## src/rtl/nn_mac_arbiter_if.sv

```systemverilog
// -----------------------------------------------------------------------------
// nn_mac_arbiter_if
// Bundles the requester-side handshake and the MAC bus seen by the shared-MAC
// arbiter.
//   master : the arbiter. It drives grant/done/rsp_* and mac_sel/mac_ctrl/mac_start,
//            and it samples req/req_ctrl and mac_finish/mac_result.
//   slave  : the environment (requesters plus MAC engine), with the directions
//            reversed.
// Signals:
//   req        [NREQ]              request per requester, held until done
//   req_ctrl   [NREQ*(AWIDTH+1)]   control word per requester (slice i <-> req[i])
//   grant      [NREQ]              one-hot current owner
//   done       [NREQ]              one-cycle completion pulse to the owner
//   rsp_data   [D_LEN]             result returned to the owner
//   rsp_valid                      qualifies rsp_data, coincides with done
//   rsp_err                        transaction timed out
//   mac_sel                        MAC module select
//   mac_ctrl   [AWIDTH+1]          control word to the MAC
//   mac_start                      one-cycle start pulse
//   mac_finish                     MAC finish flag (level)
//   mac_result [D_LEN]             MAC accumulated result
// -----------------------------------------------------------------------------
interface nn_mac_arbiter_if #(
   parameter int NREQ   = 4,
   parameter int AWIDTH = 8,
   parameter int D_LEN  = 32
);
   logic [NREQ-1:0]            req;
   logic [NREQ*(AWIDTH+1)-1:0] req_ctrl;
   logic [NREQ-1:0]            grant;
   logic [NREQ-1:0]            done;
   logic [D_LEN-1:0]           rsp_data;
   logic                       rsp_valid;
   logic                       rsp_err;
   logic                       mac_sel;
   logic [AWIDTH:0]            mac_ctrl;
   logic                       mac_start;
   logic                       mac_finish;
   logic [D_LEN-1:0]           mac_result;

   modport master (
      input  req, req_ctrl, mac_finish, mac_result,
      output grant, done, rsp_data, rsp_valid, rsp_err, mac_sel, mac_ctrl, mac_start
   );

   modport slave (
      output req, req_ctrl, mac_finish, mac_result,
      input  grant, done, rsp_data, rsp_valid, rsp_err, mac_sel, mac_ctrl, mac_start
   );
endinterface

```

## src/rtl/nn_mac_arbiter.sv

```systemverilog
// -----------------------------------------------------------------------------
// nn_mac_arbiter
// Round-robin arbiter and sequencer that shares one MAC engine among NREQ
// requesters. For each transaction it grants one requester, issues that
// requester's control word with a one-cycle start, and waits for the MAC
// finish flag, bounded by a timeout. It then returns the result with a done
// pulse.
// Ports:
//   clk          clock
//   rst_n        asynchronous active-low reset
//   bus          nn_mac_arbiter_if.master (requester handshake + MAC bus)
//   busy         high whenever the sequencer is not idle
//   timeout_cnt  saturating count of timed-out transactions
// -----------------------------------------------------------------------------
module nn_mac_arbiter #(
   parameter int NREQ    = 4,
   parameter int AWIDTH  = 8,
   parameter int D_LEN   = 32,
   parameter int TIMEOUT = 1023
) (
   input  logic              clk,
   input  logic              rst_n,
   nn_mac_arbiter_if.master  bus,
   output logic              busy,
   output logic [7:0]        timeout_cnt
);
   localparam int CW = AWIDTH + 1;
   localparam int IW = (NREQ > 1) ? $clog2(NREQ) : 1;
   localparam int TW = $clog2(TIMEOUT + 1);

   localparam logic [1:0] IDLE  = 2'd0;
   localparam logic [1:0] ISSUE = 2'd1;
   localparam logic [1:0] WAIT  = 2'd2;
   localparam logic [1:0] DONE  = 2'd3;

   logic [1:0]       state;
   logic [IW-1:0]    ptr;
   logic [IW-1:0]    owner;
   logic [TW-1:0]    wait_cnt;

   logic [NREQ-1:0]  grant_q;
   logic [NREQ-1:0]  done_q;
   logic [D_LEN-1:0] rsp_data_q;
   logic             rsp_valid_q;
   logic             rsp_err_q;
   logic             mac_sel_q;
   logic [CW-1:0]    mac_ctrl_q;
   logic             mac_start_q;

   logic             pick_vld;
   logic [IW-1:0]    pick_idx;

   function automatic logic [IW-1:0] wrap_idx(input int v);
      return IW'(v % NREQ);
   endfunction

   function automatic logic [NREQ-1:0] one_hot(input logic [IW-1:0] i);
      logic [NREQ-1:0] v;
      v    = '0;
      v[i] = 1'b1;
      return v;
   endfunction

   function automatic logic [7:0] sat_inc8(input logic [7:0] v);
      return (v == 8'hFF) ? v : v + 8'd1;
   endfunction

   // Scan downward so that the smallest offset from the pointer is written
   // last and therefore wins.
   always_comb begin
      pick_vld = 1'b0;
      pick_idx = '0;
      for (int i = NREQ - 1; i >= 0; i--) begin
         if (bus.req[wrap_idx(int'(ptr) + i)]) begin
            pick_vld = 1'b1;
            pick_idx = wrap_idx(int'(ptr) + i);
         end
      end
   end

   always_ff @(posedge clk or negedge rst_n) begin
      if (!rst_n) begin
         state       <= IDLE;
         ptr         <= '0;
         owner       <= '0;
         wait_cnt    <= '0;
         grant_q     <= '0;
         done_q      <= '0;
         rsp_data_q  <= '0;
         rsp_valid_q <= 1'b0;
         rsp_err_q   <= 1'b0;
         mac_sel_q   <= 1'b0;
         mac_ctrl_q  <= '0;
         mac_start_q <= 1'b0;
         timeout_cnt <= '0;
      end else begin
         case (state)
            IDLE: begin
               if (pick_vld) begin
                  owner       <= pick_idx;
                  mac_ctrl_q  <= bus.req_ctrl[pick_idx*CW +: CW];
                  grant_q     <= one_hot(pick_idx);
                  mac_sel_q   <= 1'b1;
                  mac_start_q <= 1'b1;
                  state       <= ISSUE;
               end
            end
            ISSUE: begin
               mac_start_q <= 1'b0;
               wait_cnt    <= '0;
               state       <= WAIT;
            end
            WAIT: begin
               wait_cnt <= wait_cnt + 1'b1;
               // wait_cnt == 0 marks the first WAIT cycle. A finish seen there
               // may still belong to the previous job, so it is ignored.
               if (wait_cnt != '0 && bus.mac_finish) begin
                  rsp_data_q  <= bus.mac_result;
                  rsp_err_q   <= 1'b0;
                  rsp_valid_q <= 1'b1;
                  done_q      <= one_hot(owner);
                  state       <= DONE;
               end else if (wait_cnt == TW'(TIMEOUT - 1)) begin
                  rsp_data_q  <= '0;
                  rsp_err_q   <= 1'b1;
                  rsp_valid_q <= 1'b1;
                  done_q      <= one_hot(owner);
                  timeout_cnt <= sat_inc8(timeout_cnt);
                  state       <= DONE;
               end
            end
            DONE: begin
               done_q      <= '0;
               rsp_valid_q <= 1'b0;
               rsp_err_q   <= 1'b0;
               grant_q     <= '0;
               mac_sel_q   <= 1'b0;
               mac_ctrl_q  <= '0;
               ptr         <= wrap_idx(int'(owner) + 1);
               state       <= IDLE;
            end
            default: state <= IDLE;
         endcase
      end
   end

   assign busy          = (state != IDLE);
   assign bus.grant     = grant_q;
   assign bus.done      = done_q;
   assign bus.rsp_data  = rsp_data_q;
   assign bus.rsp_valid = rsp_valid_q;
   assign bus.rsp_err   = rsp_err_q;
   assign bus.mac_sel   = mac_sel_q;
   assign bus.mac_ctrl  = mac_ctrl_q;
   assign bus.mac_start = mac_start_q;
endmodule

```

## src/flat_wrapper.sv

```systemverilog
// flat-port wrapper written by rule: the top's interface ports become plain ports
module nn_mac_arbiter_flat 
#(
   parameter int NREQ    = 4,
   parameter int AWIDTH  = 8,
   parameter int D_LEN   = 32,
   parameter int TIMEOUT = 1023
)
  (clk, rst_n, busy, timeout_cnt, bus_req, bus_req_ctrl, bus_mac_finish, bus_mac_result, bus_grant, bus_done, bus_rsp_data, bus_rsp_valid, bus_rsp_err, bus_mac_sel, bus_mac_ctrl, bus_mac_start);
  nn_mac_arbiter_if #(.NREQ(NREQ), .AWIDTH(AWIDTH), .D_LEN(D_LEN)) bus_i ();
  input  logic clk;
  input  logic rst_n;
  output logic busy;
  output logic [7:0] timeout_cnt;
  input wire logic [$bits(bus_i.req)-1:0] bus_req;
  input wire logic [$bits(bus_i.req_ctrl)-1:0] bus_req_ctrl;
  input wire logic [$bits(bus_i.mac_finish)-1:0] bus_mac_finish;
  input wire logic [$bits(bus_i.mac_result)-1:0] bus_mac_result;
  output wire logic [$bits(bus_i.grant)-1:0] bus_grant;
  output wire logic [$bits(bus_i.done)-1:0] bus_done;
  output wire logic [$bits(bus_i.rsp_data)-1:0] bus_rsp_data;
  output wire logic [$bits(bus_i.rsp_valid)-1:0] bus_rsp_valid;
  output wire logic [$bits(bus_i.rsp_err)-1:0] bus_rsp_err;
  output wire logic [$bits(bus_i.mac_sel)-1:0] bus_mac_sel;
  output wire logic [$bits(bus_i.mac_ctrl)-1:0] bus_mac_ctrl;
  output wire logic [$bits(bus_i.mac_start)-1:0] bus_mac_start;
  assign bus_i.req = bus_req;
  assign bus_i.req_ctrl = bus_req_ctrl;
  assign bus_i.mac_finish = bus_mac_finish;
  assign bus_i.mac_result = bus_mac_result;
  assign bus_grant = bus_i.grant;
  assign bus_done = bus_i.done;
  assign bus_rsp_data = bus_i.rsp_data;
  assign bus_rsp_valid = bus_i.rsp_valid;
  assign bus_rsp_err = bus_i.rsp_err;
  assign bus_mac_sel = bus_i.mac_sel;
  assign bus_mac_ctrl = bus_i.mac_ctrl;
  assign bus_mac_start = bus_i.mac_start;
  nn_mac_arbiter #(.NREQ(NREQ), .AWIDTH(AWIDTH), .D_LEN(D_LEN), .TIMEOUT(TIMEOUT)) u_core (.clk(clk), .rst_n(rst_n), .bus(bus_i), .busy(busy), .timeout_cnt(timeout_cnt));
endmodule
```

## config.mk

```make
export PLATFORM = sky130hd
export DESIGN_NAME = nn_mac_arbiter_flat
export DESIGN_NICKNAME = d
export VERILOG_FILES = /design/src/rtl/nn_mac_arbiter_if.sv /design/src/rtl/nn_mac_arbiter.sv /design/src/flat_wrapper.sv
export SDC_FILE = /design/constraint.sdc
export NUM_CORES = 1
export LEC_CHECK = 0
export ABC_AREA = 1
export CAP_MARGIN = 20
export CORE_MARGIN = 2
export CORE_UTILIZATION = 49
export DETAILED_ROUTE_END_ITERATION = 12
export GPL_ROUTABILITY_DRIVEN = 0
export PLACE_DENSITY = 0.95
export SLEW_MARGIN = 30
export SYNTH_ARGS = -nofsm -noshare
export SYNTH_HDL_FRONTEND = slang
export SYNTH_SLANG_ARGS = --single-unit
export TNS_END_PERCENT = 10
```

## constraint.sdc

```tcl
create_clock -name clk -period 3.76 [get_ports clk]
set_clock_uncertainty 0.15 [all_clocks]
set_input_delay 0.94 -clock clk [delete_from_list [all_inputs] [get_ports clk]]
set_output_delay 0.94 -clock clk [all_outputs]
set_load 0.02 [all_outputs]
```

==> results.toml, run 1 <==
[layout]
n_antenna_cell = 0
fillers = 569
stdcell_area_mm2 = 0.00563
nets = 723
synthToLayoutAreaGrowth_pct = 40.4
final-instance-count-excl-fill = 742
drive_gt1_share_pct = 8.44

[setup_path]
crit_fanout = 4
cpLargestDelayFamily = "buffers and inverters"
cp_slowest_stage_delay_ns = 0.60
end_kind = "primary output"
critPathRequiredTime_ns = 2.67
critPathMostFrequentCell = "inv_1"
cp.arrival_ns = 1.82
startpoint_type = "flip-flop"
path_class = "flip-flop to primary output"
cp_cell_sequence = "inv_1, ha_1, inv_1, clkdlybuf4s50_1"
crit_slowest_cell = "clkdlybuf4s50_1"
cp_num_buf_inv = 3

[clock_tree]
cts_max_path_buffers = 2
clockRootBuffer = "clkbuf_8"
ctsResizeCount = 0
cts_sinks = 77
h-tree-depth = 3
cts_setup_buffers = 0
cts_made_buffers = 9
hold_buffers = 0
path_clk_slew_ns = 0.08
clock_latency_ns = 0.34
cts_tree = "done"

[place]
dpl_worst_slack_ns = 0.557
postPlaceCellArea_mm2 = 0.00540
hpwlAfterDp_um = 7880
dp.cells = 726
portBuffers = 136

[synthesis]
synth.yosys.seq_area_share_pct = 48.0
synth_cell_type_count = 33
syn_inst = 504
netlist_area_mm2 = 0.00401
ys_warn_count = 0
synth_seq_cells = 77
syn_area_per_cell_um2 = 7.96
syn_nets = 592

[detailed_routing]
antenna_left = 0
drtIter0Drc = 169
viasPerCell = 5.12
num_vias = 3797
wl_per_cell_um = 14.4
drc = 0
drt_pre_antenna_iters = 5
drt-total-wl_um = 10700

[global_routing]
grt_pass1_wl_um = 17300
grt_use_total_pct = 24.3
grt_max_degree = 78
overflow = 0
grt_pass1_vias = 3824
grt_antenna_before_repair = 0

[pwr]
p_leak_nw = 2.82
power_density_mw_per_mm2 = 826
vdd_drop_max_uv = 445

[timing]
worst_pin_slew_ns = 0.874
finalSetupViolCount = 0
period_share_pct = 77.3
rsz0062_at_grt = "no"
relSlewSlack_pct = 41.7
period_minus_slack_ns = 2.91
fmax_mhz = 344
final_hold_viol_count = 0
setup-tns-final_ns = 0
setup_ws_ns = 0.854
maxSlewViolCount = 0

[floorplanning]
initial_core_util_pct = 51.1
dieArea_mm2 = 0.00892
io_pins = 137
rows = 32
fp.coreArea_mm2 = 0.00785
die_y_um = 94.5
die_w_um = 94.5

[min_path]
hold_class = "flip-flop to flip-flop"

[flow_run]
drv_cap = 0

[run_status]
outcome = "finished clean"
routing by layer:
metal  vias up  wire [um]  GRT usage [%]
met4         0        111           7.25
met2       140       5340           44.5
met3        11       1010           7.98
met1      1785       4240           26.8
li1       1861          -              -
met5         -          0              0
cells in the final DEF, fill, tap and decap left out, types with 5 or more instances in the layout:
master,netlist,final
nand2_2,11,11
nor2_1,13,13
inv_2,7,7
ha_1,13,13
nor3_1,6,6
inv_1,26,25
clkdlybuf4s50_1,0,135
dfrtp_1,77,77
nand4_1,5,5
xor2_1,6,6
nand3_1,69,69
nand2_1,210,210
o21ai_0,14,14
clkbuf_8,0,9
report_power, final:
group	internal (mW)	switching, mW
Combinational	0.966	1.70
Sequential	1.10	0.190
Clock	0.377	0.316
area by class of cell:
cell class	instances	area (um2)	share of cell area, %
flip-flops and latches	77	1930	34.2
multi-input cells	375	1840	32.7
repair buffers	138	1380	24.5
inverters	34	135	2.40
well taps	102	128	2.27
clock buffers	9	124	2.20
clock inverters	7	100	1.78
flip-flops by register name (all words and copies together) (netlist names), 2 cells and up:
signal               flops
u_core.bus.rsp_data     32
u_core.wait_cnt         10
u_core.bus.mac_ctrl      9
u_core.timeout_cnt       8
u_core.bus.done          4
u_core.bus.grant         4
u_core.owner             2
u_core.ptr               2
u_core.state             2
worst min-delay path, cell delays in order (launching register included):
cell and delay, ns:
dfrtp_1 0.35, nand2_1 0.06, nand2_1 0.05
kinds of logic after synthesis:
| group | count (synthesis) | synth area share, % |
|---|---|---|
| flip-flops | 77 | 48.0 |
| buffers and inverters | 52 | 6.05 |
| XOR/XNOR | 9 | 1.97 |
| AO/OA/AOI/OAI | 22 | 3.43 |
| adder cells (fa/ha/maj) | 13 | 4.06 |
| AND/OR/NAND/NOR | 330 | 36.2 |
| multiplexers | 1 | 0.281 |
path summary, 6_finish.rpt:
path	startpoint	endpoint	slack [ns]	cells after the start
min reg2reg	u_core.bus.rsp_data[12]	u_core.bus.rsp_data[12]	0.33	2
max	u_core.state[0]	busy	0.85	4
min in group asynchronous	rst_n	u_core.timeout_cnt[1]	0.46	1
min	u_core.bus.rsp_data[12]	u_core.bus.rsp_data[12]	0.33	2
max reg2reg	u_core.wait_cnt[0]	u_core.bus.rsp_data[19]	1.20	9
max in group asynchronous	rst_n	u_core.bus.mac_ctrl[7]	2.51	1
Yosys cell counts:
cell | count | share of area, %
buf_2 | 4 | 0.50
nor2_4 | 1 | 0.28
buf_6 | 2 | 0.56
xor2_1 | 6 | 1.3
o31ai_2 | 2 | 0.62
nand2_4 | 4 | 1.1
nand2_1 | 210 | 20
nor3b_1 | 4 | 0.75
inv_8 | 1 | 0.28
nand2_2 | 11 | 1.7
buf_1 | 3 | 0.28
clkbuf_1 | 7 | 0.66
nor3_2 | 1 | 0.25
o21ai_2 | 2 | 0.44
xnor2_1 | 3 | 0.66
o31ai_1 | 2 | 0.37
dfrtp_1 | 77 | 48
nand3_1 | 69 | 8.6
inv_2 | 7 | 0.66
nor2_2 | 4 | 0.62
mux2_2 | 1 | 0.28
nand3_2 | 1 | 0.25
o21ai_0 | 14 | 1.7
a21oi_1 | 1 | 0.12
nand4_1 | 5 | 0.78
o21ai_1 | 1 | 0.12
buf_12 | 1 | 0.50
buf_4 | 1 | 0.19
ha_1 | 13 | 4.1
nor3_1 | 6 | 0.75
and3_1 | 1 | 0.16
nor2_1 | 13 | 1.2
inv_1 | 26 | 2.4
stage by stage:
| step | total power [mW] | util (%) | hold slack (ns) |
|---|---|---|---|
| after floorplan | 3.14 | - | 0.353 |
| after global placement | 3.85 | 68.9 | 0.302 |
| after detailed placement | 3.97 | 68.9 | 0.309 |
| after CTS | 4.68 | 71.7 | 0.330 |
| after global routing | 5.02 | 71.8 | 0.350 |
| final | 4.65 | 71.8 | 0.327 |
Power figures use the tool's default switching activity.
==> run 2: changes to the inputs <==
--- a/config.mk
+++ b/config.mk
@@ -8,10 +8,10 @@
 export ABC_AREA = 1
 export CAP_MARGIN = 20
 export CORE_MARGIN = 2
-export CORE_UTILIZATION = 49
+export CORE_UTILIZATION = 46
 export DETAILED_ROUTE_END_ITERATION = 12
 export GPL_ROUTABILITY_DRIVEN = 0
-export PLACE_DENSITY = 0.95
+export PLACE_DENSITY = 0.91
 export SLEW_MARGIN = 30
 export SYNTH_ARGS = -nofsm -noshare
 export SYNTH_HDL_FRONTEND = slang
==> constraint.sdc (replaced) <==
create_clock -name clk -period 2.9 [get_ports clk]
set_clock_uncertainty 0.15 [all_clocks]
set_input_delay 0.725 -clock clk [delete_from_list [all_inputs] [get_ports clk]]
set_output_delay 0.725 -clock clk [all_outputs]
set_load 0.02 [all_outputs]
==> results.toml, run 2 (same netlist as run 1, synthesis figures left out) <==
[setup_path]
critPathLaunch = "u_core.state[0]"
cp.depth = 4
critPathRequiredTime_ns = 2.03
ff2ff_setup_slack_ns = 0.55
path_class = "flip-flop to primary output"
crit_fanout = 4
crit_slowest_cell = "clkdlybuf4s50_1"
critPathMostFrequentCell = "inv_1"
r2r_start = "u_core.state[0]"
cp_num_buf_inv = 3
timing.rr.end = "u_core.wait_cnt[9]"
startpoint_type = "flip-flop"
endpoint = "busy"
end_kind = "primary output"
worstRegToRegCells = 8
cp_slowest_stage_delay_ns = 0.59
cp.arrival_ns = 1.78
cp_cell_sequence = "inv_1, ha_1, inv_1, clkdlybuf4s50_1"
cpLargestDelayFamily = "buffers and inverters"

[global_routing]
overflow = 0
grt_pass1_wl_um = 17500
grt_antenna_before_repair = 0
grt_max_degree = 78
grt_use_total_pct = 22.5
grt_pass1_vias = 3688

[timing]
worst_pin_slew_ns = 0.738
period_minus_slack_ns = 2.66
rsz0062_at_grt = "no"
period_share_pct = 91.6
timing.hold.ws_ns = 0.250
final_hold_viol_count = 0
setup-tns-final_ns = 0
finalSetupViolCount = 0
maxSlewViolCount = 0
relSlewSlack_pct = 50.3
fmax_mhz = 377

[floorplanning]
initial_core_util_pct = 46.7
rows = 34
die_w_um = 97.4
dieArea_mm2 = 0.00948
die_y_um = 97.4
io_pins = 137
fp.coreArea_mm2 = 0.00859

[detailed_routing]
drt-total-wl_um = 10400
drc = 0
drt_pre_antenna_iters = 4
wl_per_cell_um = 13.8
antenna_left = 0
drtIter0Drc = 184
num_vias = 3825
viasPerCell = 5.09

[clock_tree]
h-tree-depth = 3
cts_tree = "done"
hold_buffers = 0
cts_made_buffers = 9
ctsResizeCount = 0
path_clk_slew_ns = 0.08
clock_latency_ns = 0.33
cts_sinks = 77
cts_setup_buffers = 0
clockRootBuffer = "clkbuf_8"
cts_max_path_buffers = 2

[place]
hpwlAfterDp_um = 7670
dp.cells = 736
portBuffers = 136

[layout]
final_common_cell = "nand2_1"
fillers = 709
largest_register_ffs = 32
n_antenna_cell = 0
drive_gt1_share_pct = 8.70
nets = 727
synthToLayoutAreaGrowth_pct = 40.6
final-instance-count-excl-fill = 752
utilization_pct = 65.6
final_cell_mix = "nand2_1 (210), clkdlybuf4s50_1 (135), dfrtp_1 (77)"

[pwr]
p_leak_nw = 2.83
power_mw = 5.95
vdd_drop_max_uv = 592
power_density_mw_per_mm2 = 1060

[min_path]
hold_class = "input port to asynchronous set/reset pin"

[run_status]
outcome = "finished clean"

[flow_run]
drv_cap = 0
[run 2: worst min path at each step]
| stage | start | endpoint | slack (ns) | cells past startpoint |
|---|---|---|---|---|
| finish | rst_n | u_core.timeout_cnt[5] | 0.25 | 1 |
| global route | rst_n | u_core.timeout_cnt[5] | 0.31 | 1 |
| CTS | u_core.bus.rsp_data[14] | u_core.bus.rsp_data[14] | 0.33 | 2 |
| detailed placement | u_core.bus.rsp_data[14] | u_core.bus.rsp_data[14] | 0.31 | 2 |
| global placement | u_core.bus.rsp_data[16] | u_core.bus.rsp_data[16] | 0.30 | 2 |
| floorplan | rst_n | u_core.bus.done[0] | 0.28 | 0 |
[run 2: where the power goes]
part,internal [mW],total (mW),switching [mW]
Sequential,1.43,1.68,0.249
Clock,0.419,0.787,0.368
Combinational,1.30,3.48,2.19
[run 2: final cells by class]
cell class | instances | area, um2 | share of cell area, %
inverters | 34 | 135 | 2.40
repair buffers | 142 | 1410 | 25.0
multi-input cells | 375 | 1840 | 32.6
clock inverters | 4 | 47.5 | 0.843
flip-flops and latches | 77 | 1930 | 34.2
well taps | 108 | 135 | 2.40
clock buffers | 12 | 145 | 2.57
[run 2: routing by layer]
layer | up-vias | routed length (um) | global-route usage (%)
met2 | 141 | 5120 | 38.9
met4 | 0 | 142 | 6.84
met3 | 12 | 717 | 4.68
met5 | - | 0 | 0
met1 | 1809 | 4410 | 28.4
li1 | 1863 | - | -
[run 2: through the flow]
| stage | instance area [um2] | worst slack, ns |
|---|---|---|
| floorplan | 4010 | 0.879 |
| global placement | 5440 | 0.216 |
| detailed placement | 5440 | 0.103 |
| CTS | 5630 | 0.220 |
| global route | 5640 | 0.145 |
| finish | 5640 | 0.245 |
[run 2: worst reg2reg max path, delay by kind of cell, from the launching register on]
kind,cells,cell delay [ns]
buf+inv,2,0.19
fa+ha+maj,1,0.38
simple gates,5,1.09
flops,1,0.40
